<file path="config.mk">
export PLATFORM = sky130hd
export DESIGN_NAME = cancela_atuador
export DESIGN_NICKNAME = d
export VERILOG_FILES = /design/src/rtl/cancela_atuador.sv
export SDC_FILE = /design/constraint.sdc
export NUM_CORES = 1
export LEC_CHECK = 0
export CAP_MARGIN = 30
export CORE_AREA = 2 2 72 74
export CTS_BUF_LIST = sky130_fd_sc_hd__clkbuf_2 sky130_fd_sc_hd__clkbuf_4 sky130_fd_sc_hd__clkbuf_8
export CTS_CLUSTER_DIAMETER = 30
export DETAILED_ROUTE_END_ITERATION = 10
export DIE_AREA = 0 0 74 76
export PLACE_DENSITY = 0.73
export SYNTH_ARGS = -nofsm -noshare
export SYNTH_HDL_FRONTEND = slang
export SYNTH_SLANG_ARGS = --single-unit
</file>
<file path="constraint.sdc">
create_clock -name clk -period 2.7 [get_ports clk]
set_clock_uncertainty 0.05 [all_clocks]
set_input_delay 0.54 -clock clk [delete_from_list [all_inputs] [get_ports clk]]
set_output_delay 0.54 -clock clk [all_outputs]
set_load 0.005 [all_outputs]
</file>
<file path="src/rtl/cancela_atuador.sv">
// Gate/lamp actuator for the level-crossing controller: drives the gate motor with
// limit, timeout and reversal dead-time handling plus the flashing lamps.
// Optional build macro SEMAFORO_INTERLOCK_EN forces alternating lamps while the gate is not up.
module cancela_atuador #(
  parameter int unsigned T_CURSO = 1000,
  parameter int unsigned T_PAUSA = 4,
  parameter int unsigned T_PISCA = 50
) (
  input  logic       clk,
  input  logic       reset_n,
  input  logic [1:0] cmd_cancela,
  input  logic [1:0] cmd_semaforo,
  input  logic       fim_baixo,
  input  logic       fim_alto,
  output logic       motor_desce,
  output logic       motor_sobe,
  output logic       lamp_a,
  output logic       lamp_b,
  output logic [1:0] pos,
  output logic       falha
);

  localparam int unsigned CNT_W = 16;

  localparam logic [1:0] CMD_FECHA = 2'b01;
  localparam logic [1:0] CMD_ABRE  = 2'b10;

  localparam logic [1:0] SRC_OFF = 2'b00;
  localparam logic [1:0] SRC_A   = 2'b01;
  localparam logic [1:0] SRC_B   = 2'b10;
  localparam logic [1:0] SRC_ALT = 2'b11;

  localparam logic [1:0] POS_MOV   = 2'b00;
  localparam logic [1:0] POS_BAIXO = 2'b01;
  localparam logic [1:0] POS_ALTO  = 2'b10;
  localparam logic [1:0] POS_FALHA = 2'b11;

  localparam logic [CNT_W-1:0] CURSO_FIM = CNT_W'(T_CURSO - 1);
  localparam logic [CNT_W-1:0] PAUSA_FIM = CNT_W'(T_PAUSA - 1);
  localparam logic [CNT_W-1:0] PISCA_FIM = CNT_W'(T_PISCA - 1);

  typedef enum logic [2:0] {
    INICIO   = 3'd0,
    ALTO     = 3'd1,
    DESCENDO = 3'd2,
    BAIXO    = 3'd3,
    SUBINDO  = 3'd4,
    PAUSA    = 3'd5,
    FALHA    = 3'd6
  } state_t;

  state_t           state, state_nxt;
  logic [CNT_W-1:0] cnt, cnt_nxt;
  logic             pend_sobe, pend_sobe_nxt;
  logic [1:0]       src, src_nxt;
  logic [CNT_W-1:0] pisca_cnt, pisca_cnt_nxt;
  logic             fase, fase_nxt;
  logic             fecha, abre;

  logic             motor_desce_nxt, motor_sobe_nxt, falha_nxt;
  logic             lamp_a_nxt, lamp_b_nxt;
  logic [1:0]       pos_nxt;

  assign fecha = (cmd_cancela == CMD_FECHA);
  assign abre  = (cmd_cancela == CMD_ABRE);

  // State, shared motion/pause timer, pending direction and flasher registers
  always_ff @(posedge clk or negedge reset_n) begin
    if (!reset_n) begin
      state     <= INICIO;
      cnt       <= '0;
      pend_sobe <= 1'b0;
      src       <= SRC_OFF;
      pisca_cnt <= '0;
      fase      <= 1'b0;
    end else begin
      state     <= state_nxt;
      cnt       <= cnt_nxt;
      pend_sobe <= pend_sobe_nxt;
      src       <= src_nxt;
      pisca_cnt <= pisca_cnt_nxt;
      fase      <= fase_nxt;
    end
  end

  // Next state; the timer restarts on every state change and only advances while staying
  always_comb begin
    state_nxt     = state;
    cnt_nxt       = '0;
    pend_sobe_nxt = pend_sobe;
    if (fim_baixo && fim_alto) begin
      state_nxt = FALHA;
    end else begin
      case (state)
        INICIO: begin
          if (fim_alto)       state_nxt = ALTO;
          else if (fim_baixo) state_nxt = BAIXO;
          else if (fecha)     state_nxt = DESCENDO;
          else if (abre)      state_nxt = SUBINDO;
        end
        ALTO:  if (fecha) state_nxt = DESCENDO;
        BAIXO: if (abre)  state_nxt = SUBINDO;
        DESCENDO: begin
          if (fim_baixo)              state_nxt = BAIXO;
          else if (cnt == CURSO_FIM)  state_nxt = FALHA;
          else if (abre) begin
            state_nxt     = PAUSA;
            pend_sobe_nxt = 1'b1;
          end else                    cnt_nxt = cnt + CNT_W'(1);
        end
        SUBINDO: begin
          if (fim_alto)               state_nxt = ALTO;
          else if (cnt == CURSO_FIM)  state_nxt = FALHA;
          else if (fecha) begin
            state_nxt     = PAUSA;
            pend_sobe_nxt = 1'b0;
          end else                    cnt_nxt = cnt + CNT_W'(1);
        end
        PAUSA: begin
          if (cnt == PAUSA_FIM) state_nxt = pend_sobe ? SUBINDO : DESCENDO;
          else                  cnt_nxt = cnt + CNT_W'(1);
        end
        FALHA:   state_nxt = FALHA;
        default: state_nxt = INICIO;
      endcase
    end
  end

  // Lamp source selection and flasher; any source change restarts at phase on
  always_comb begin
    src_nxt       = SRC_OFF;
    pisca_cnt_nxt = '0;
    fase_nxt      = 1'b1;
    if (state_nxt == FALHA) begin
      src_nxt = SRC_ALT;
`ifdef SEMAFORO_INTERLOCK_EN
    end else if (state_nxt inside {DESCENDO, PAUSA, BAIXO, SUBINDO}) begin
      src_nxt = SRC_ALT;
`endif
    end else if (cmd_semaforo != SRC_ALT) begin
      src_nxt = cmd_semaforo;
    end
    if (src_nxt == src && src_nxt != SRC_OFF) begin
      if (pisca_cnt == PISCA_FIM) begin
        fase_nxt = ~fase;
      end else begin
        pisca_cnt_nxt = pisca_cnt + CNT_W'(1);
        fase_nxt      = fase;
      end
    end
  end

  // Moore output decode of the upcoming state
  always_comb begin
    motor_desce_nxt = (state_nxt == DESCENDO);
    motor_sobe_nxt  = (state_nxt == SUBINDO);
    falha_nxt       = (state_nxt == FALHA);
    case (state_nxt)
      ALTO:    pos_nxt = POS_ALTO;
      BAIXO:   pos_nxt = POS_BAIXO;
      FALHA:   pos_nxt = POS_FALHA;
      default: pos_nxt = POS_MOV;
    endcase
    lamp_a_nxt = ((src_nxt == SRC_A) || (src_nxt == SRC_ALT)) && fase_nxt;
    lamp_b_nxt = ((src_nxt == SRC_B) && fase_nxt) || ((src_nxt == SRC_ALT) && !fase_nxt);
  end

  always_ff @(posedge clk or negedge reset_n) begin
    if (!reset_n) begin
      motor_desce <= 1'b0;
      motor_sobe  <= 1'b0;
      lamp_a      <= 1'b0;
      lamp_b      <= 1'b0;
      pos         <= POS_MOV;
      falha       <= 1'b0;
    end else begin
      motor_desce <= motor_desce_nxt;
      motor_sobe  <= motor_sobe_nxt;
      lamp_a      <= lamp_a_nxt;
      lamp_b      <= lamp_b_nxt;
      pos         <= pos_nxt;
      falha       <= falha_nxt;
    end
  end

endmodule

</file>
* Word level (Yosys, flattened, before mapping)
Cells that the tools add are included.
Word-level totals: register bits after elaboration 46, bits of input ports 8, output and inout port bits 7, word-level logic and storage cells 93
Cells by class: add/sub/neg operators 2, equal/unequal tests 27, muxes and demuxes 38, bitwise gates (word level) 2, reductions and logical operators 12
Operators by type and width (number):
- $mux 16 | 10
- $pmux 16 s3 | 1
- $mux 3 | 14
- $add 16x1->16 const B | 2
- $pmux 3 s7 | 1
- $eq 16x10->1 const B | 1
- $eq 16x2->1 const B | 1
- $eq 16x6->1 const B | 1
- $eq 3x3->1 const B | 5
- $ne 2x2->1 const B | 7
- $eq 3x2->1 const B | 4
- $mux 1 | 8
- $reduce_and 8->1 | 1
- $eq 2x2->1 const B | 3
- $eq 3x1->1 const B | 2
- $pmux 2 s3 | 1
- $logic_and 1x1->1 | 5
- $eq 2x1->1 const B | 2
- $mux 2 | 2
- $reduce_bool 2->1 | 2
- $logic_not 3->1 | 1
- $eq 2x2->1 | 1
- $logic_or 1x1->1 | 2
- $not 1->1 | 2
- 2 further kinds | 2

* Depth between registers and ports, before layout
Gate-level depths: netlist (run 1).
depth in word-level cells 15, gate-level depth with buffers 9

* Worst setup path after synthesis (run 1)
OpenSTA, ideal clock, no wires.
path type register -> register, start register cnt[0], end register pisca_cnt[10], arrival 2350 ps, data required time 2527 ps, slack 178 ps, stages on the path, launching flop included 10, path through dfrtp_1 > ha_1 > or4b_1 > or4_4 > nor3_2 > a221o_2 > buf_6 > a2bb2oi_4 > buf_4 > a21oi_2
Between the ends: word-level cells in the longest chain between the ends 10
Ends and longest elaborated chain:
- start, declared | RTL line 53 | logic [CNT_W-1:0] cnt, cnt_nxt;
- start signal, assigned | RTL line 78 | cnt <= cnt_nxt;
- $eq 16x10->1 | RTL line 105, 113
- $mux 3, on equally long branches | RTL line 113, 105
- $mux 3, on equally long branches | RTL line 112, 104
- $pmux 3 s7 * | RTL line 94 | case (state)
- $mux 3 * | RTL line 91 | if (fim_baixo && fim_alto) begin
- $eq 3x3->1 * | RTL line 134 | if (state_nxt == FALHA) begin
- $mux 2 * | RTL line 134
- $eq 2x2->1 / $reduce_bool 2->1 (equally long branches) | RTL line 143 | if (src_nxt == src && src_nxt != SRC_OFF) begin
- $logic_and 1x1->1 * | RTL line 143
- $mux 16 * | RTL line 143
- named net pisca_cnt_nxt[10] | RTL line 56 | logic [CNT_W-1:0] pisca_cnt, pisca_cnt_nxt;
- end signal, assigned | RTL line 81 | pisca_cnt <= pisca_cnt_nxt;
- end, declared | RTL line 56
Mark *: on every way through the listed nets, which the timed path passes. The rest lies on a longest branch. A chain may end at the register's enable or synchronous reset.

* Worst setup path in the final report (run 1)
start register cnt[10], end register lamp_b
Between the ends: word-level cells in the longest chain between the ends 13
Ends and longest elaborated chain:
- $eq 16x10->1 | RTL line 105, 113
- $mux 3, on equally long branches | RTL line 113, 105
- $mux 3, on equally long branches | RTL line 112, 104
- $pmux 3 s7 * | RTL line 94
- $mux 3 * | RTL line 91
- $eq 3x3->1 * | RTL line 134
- $mux 2 * | RTL line 134
- $eq 2x2->1 / $reduce_bool 2->1 (equally long branches) | RTL line 143
- $logic_and 1x1->1 | RTL line 143
- $mux 1 | RTL line 143
- $logic_not 1->1 | RTL line 165 | lamp_b_nxt = ((src_nxt == SRC_B) && fase_nxt) || ((src_nxt == SRC_ALT) && !fase_nxt);
- $logic_and 1x1->1 | RTL line 165
- $logic_or 1x1->1 * | RTL line 165
- named net lamp_b_nxt | RTL line 61 | logic lamp_a_nxt, lamp_b_nxt;
- end signal, assigned | RTL line 180 | lamp_b <= lamp_b_nxt;
- end, declared | RTL line 18 | output logic lamp_b,
Marks and branches as above.

==> results.md, run 1 <==
* Die X at 74 um
* Worst-case reg-to-reg path depth at 7
* Status: finished, final reports clean
* Clk Latency, worst-skew pair at between 200 and 300 ps
* Synthesized area per cell at between 9 and 10 um^2
* CTS tree: yes
* Setup WS pre-CTS at 71.2 ps
* CP Capture Point: lamp_b
* Synth Flop Type: dfrtp_1
* Headroom to the max-slew limit at 0.750
* Switch share at 0.358
* Reg clk slew, reported paths at 90 ps
* Clock Path Buffers at 2
* IO Port Bufs at 14
* Worst-path maximum fanout at 8
* Post-route cell area at approximately 3100 um^2
* CTS H-tree lvls at 2
* Initial drt markers at 172
* # resized after CTS at 0
* Die area at 5620 um^2
* RSZ-0062 raised after global routing: no
* DRC at 0
* Fraction of registers with async set/reset at 1.00
* Final setup margin at 131 ps
* N_diodes at 0
* Die Span Y at 76 um
* Min Hold Slack at ~160 ps
* Max-slew violations at 0
* Via count at 2,037
* Achievable Freq at 389 MHz
* Max-cap violations at 0
* Vias per cell at 5.39
* VDD IR max at 435 uV
* Fin crit share at 0.951
* P_leak at 0.00129 uW
* Worst Max-Slew Pin Slew at 375 ps
* Number of CTS-inserted buffers at 5
* # rows at 26
* Fin. Hold Viols at 0
* Final setup fails at 0
* Largest net degree at the start of global routing at 47
* WS Path Type: register to register
* Post-DP Area at 2990 um^2
* Postcts setup bufs at 0
* Drt total wl at 4870 um
* Core area at 4910 um^2
* First-pass GRT wire length at 8370 um
* Mapped Cells at 268
* Arr. time, crit path at roughly 2700 ps
* Required time of the critical path at 2850 ps
* Initial antenna violation count at 0
* Layout cells sized above 1 at 0.198
* Sequential Power Share at 0.415
* Post-CTS Hold Fix Bufs at 0
* Ys Warns at 0
* Vias in the first global route at 1,928
* Root Driver: clkbuf_8
* Crit. End Element: register
* Fillers at ~400
* Critical R2R Launch: cnt[10]
* Post-synth net total at between 200 and 300
* Register area share after synthesis at 0.443
* Clock network power share at 0.191
* Grt total ovfl at 0
* Worst Setup Start Kind: register
* Tot Pwr at 2190 uW
* Power density over the cells at roughly 710 nW/um^2
* RePlAce Congestion at between 0.8 and 0.9
* Type of the worst min-delay path: primary input to asynchronous set/reset pin
* Total track usage at 0.188
* R2R Setup Slk at 130 ps
* Internal at ~1400 uW
* DR WL/cell at 12.9 um
* Comb power frac at 0.394
* FF+latch count, synth at 46
* Number of distinct library cells after synthesis at 52
* Total negative slack at 0 ps
* # clock sinks at 46
* Reg-to-reg critical path endpoint: lamp_b
* Number of synthesized flops with an enable pin at 0
* DPL Wire Length at between 3000 and 4000 um
* NetSw at 782 uW
* Critical Path Start: cnt[10]
* Final min period at 2570 ps
* Starting Density at 0.529
* Final #Nets at around 320
* DR pass1 iterations at 4
* P&R area growth vs syn at 18.7%
* Post-route antenna net violation count at 0
* Synthesized area at ~2600 um^2
* Number of top-level pins at 15
## cell usage after synthesis (3+ instances only)
cell type  count  area [um^2]
nand2b_1      11         68.8
a221oi_1       3         26.3
clkbuf_1       5         18.8
a21oi_2       10         87.6
o21ai_0        5         25.0
a21oi_1       13         65.1
nand3_1       15         75.1
or4_4          3         33.8
nor2b_1        9         56.3
nor2_1        27          101
xor2_1        20          175
xnor2_1        9         78.8
dfrtp_1       46         1150
nand4_1        9         56.3
ha_1           3         37.5
inv_1          9         33.8
and4_1         3         26.3
nand2_1       22         82.6
and3_1         4         25.0
nor3_1         6         30.0
## worst min-delay path by stage
| stage | from | end | cells after the start | slack, ps |
|---|---|---|---|---|
| final | reset_n | cnt[10] | 2 | 160 |
| after CTS | reset_n | pos[1] | 2 | 170 |
| after floorplan | reset_n | cnt[0] | 0 | 190 |
| after global routing | reset_n | cnt[9] | 2 | 180 |
| after global placement | cnt[0] | cnt[0] | 1 | 400 |
| after detailed placement | cnt[0] | cnt[0] | 1 | 420 |
## area by class of cell
type | count | area, um^2 | share of cell area
timing repair buffer | 41 | 363 | 0.118
clock inverter | 2 | 13.8 | 0.00446
multi-input combinational | 203 | 1350 | 0.439
inverter | 10 | 37.5 | 0.0122
sequential | 46 | 1150 | 0.373
clock buffer | 6 | 76.3 | 0.0248
tap | 70 | 87.6 | 0.0284
## cell families (layout without fill, tap and decap cells)
group                    after synthesis  after routing  share of synthesized area
AND/OR/NAND/NOR                      124            124                      0.261
AO/OA/AOI/OAI                         47             47                      0.148
flip-flops                            46             46                      0.443
XOR/XNOR                              29             29                     0.0978
buffers and inverters                 19             59                     0.0352
adder cells (fa/ha/maj)                3              3                     0.0145
## worst max-delay path: stages, from the launching register on
cell,delay [ps]
dfrtp_1,410
or4_4,560
or4_4,580
nor3_2,120
a221o_2,200
buf_4,170
o21ai_1,140
a211oi_1,250
## per-stage QoR
| step | instances | util |
|---|---|---|
| after floorplan | 268 | - |
| after global placement | 370 | 0.609 |
| after detailed placement | 370 | 0.609 |
| after CTS | 378 | 0.628 |
| after global routing | 378 | 0.628 |
| final | 378 | 0.628 |
## cell usage in the layout (no fill, tap or decap), types with 3 or more instances in the layout
cell / count
a221oi_1: 3
xor2_1: 20
nand4_1: 9
nor3_1: 6
o21ai_0: 5
and3_1: 4
ha_1: 3
clkbuf_8: 5
nor2b_1: 9
or4_4: 3
nand2b_1: 11
buf_4: 25
nand2_1: 22
nand3_1: 15
dfrtp_1: 46
clkdlybuf4s50_1: 13
a21oi_1: 13
and4_1: 3
nor2_1: 27
inv_1: 9
xnor2_1: 9
a21oi_2: 10
## power by group through the flow
stage	clock, uW	combinational, uW	sequential, uW
after CTS	430	865	907
after floorplan	0	585	862
after global routing	459	957	925
after global placement	0	856	919
final	418	861	908
after detailed placement	0	860	921
## state kept, by name, indices dropped and copies added, names as in the netlist
register     cells
pend_sobe        1
pisca_cnt       16
state            3
lamp_a           1
cnt             16
motor_desce      1
fase             1
src              2
motor_sobe       1
lamp_b           1
pos              2
falha            1
## layer usage
layer,routed length [um],GRT usage,up-vias
li1,-,-,1022
met1,2420,0.261,984
met2,2260,0.296,27
met3,141,0.0437,4
met4,48,0.0491,0
met5,0,0,-
Note: power is estimated with default switching activity, not from simulation.
==> inputs of run 2 (changes only) <==
--- a/config.mk
+++ b/config.mk
@@ -11,6 +11,7 @@
 export CTS_CLUSTER_DIAMETER = 30
 export DETAILED_ROUTE_END_ITERATION = 10
 export DIE_AREA = 0 0 74 76
+export GPL_ROUTABILITY_DRIVEN = 0
 export PLACE_DENSITY = 0.73
 export SYNTH_ARGS = -nofsm -noshare
 export SYNTH_HDL_FRONTEND = slang
==> results of run 2 <==
No change in the layout: final DEF, timing and power equal those of run 1.
==> inputs of run 3 (changes only) <==
--- a/config.mk
+++ b/config.mk
@@ -5,7 +5,7 @@
 export SDC_FILE = /design/constraint.sdc
 export NUM_CORES = 1
 export LEC_CHECK = 0
-export CAP_MARGIN = 30
+export CAP_MARGIN = 20
 export CORE_AREA = 2 2 72 74
 export CTS_BUF_LIST = sky130_fd_sc_hd__clkbuf_2 sky130_fd_sc_hd__clkbuf_4 sky130_fd_sc_hd__clkbuf_8
 export CTS_CLUSTER_DIAMETER = 30
==> results of run 3 <==
No change in the layout: final DEF, timing and power equal those of run 1.
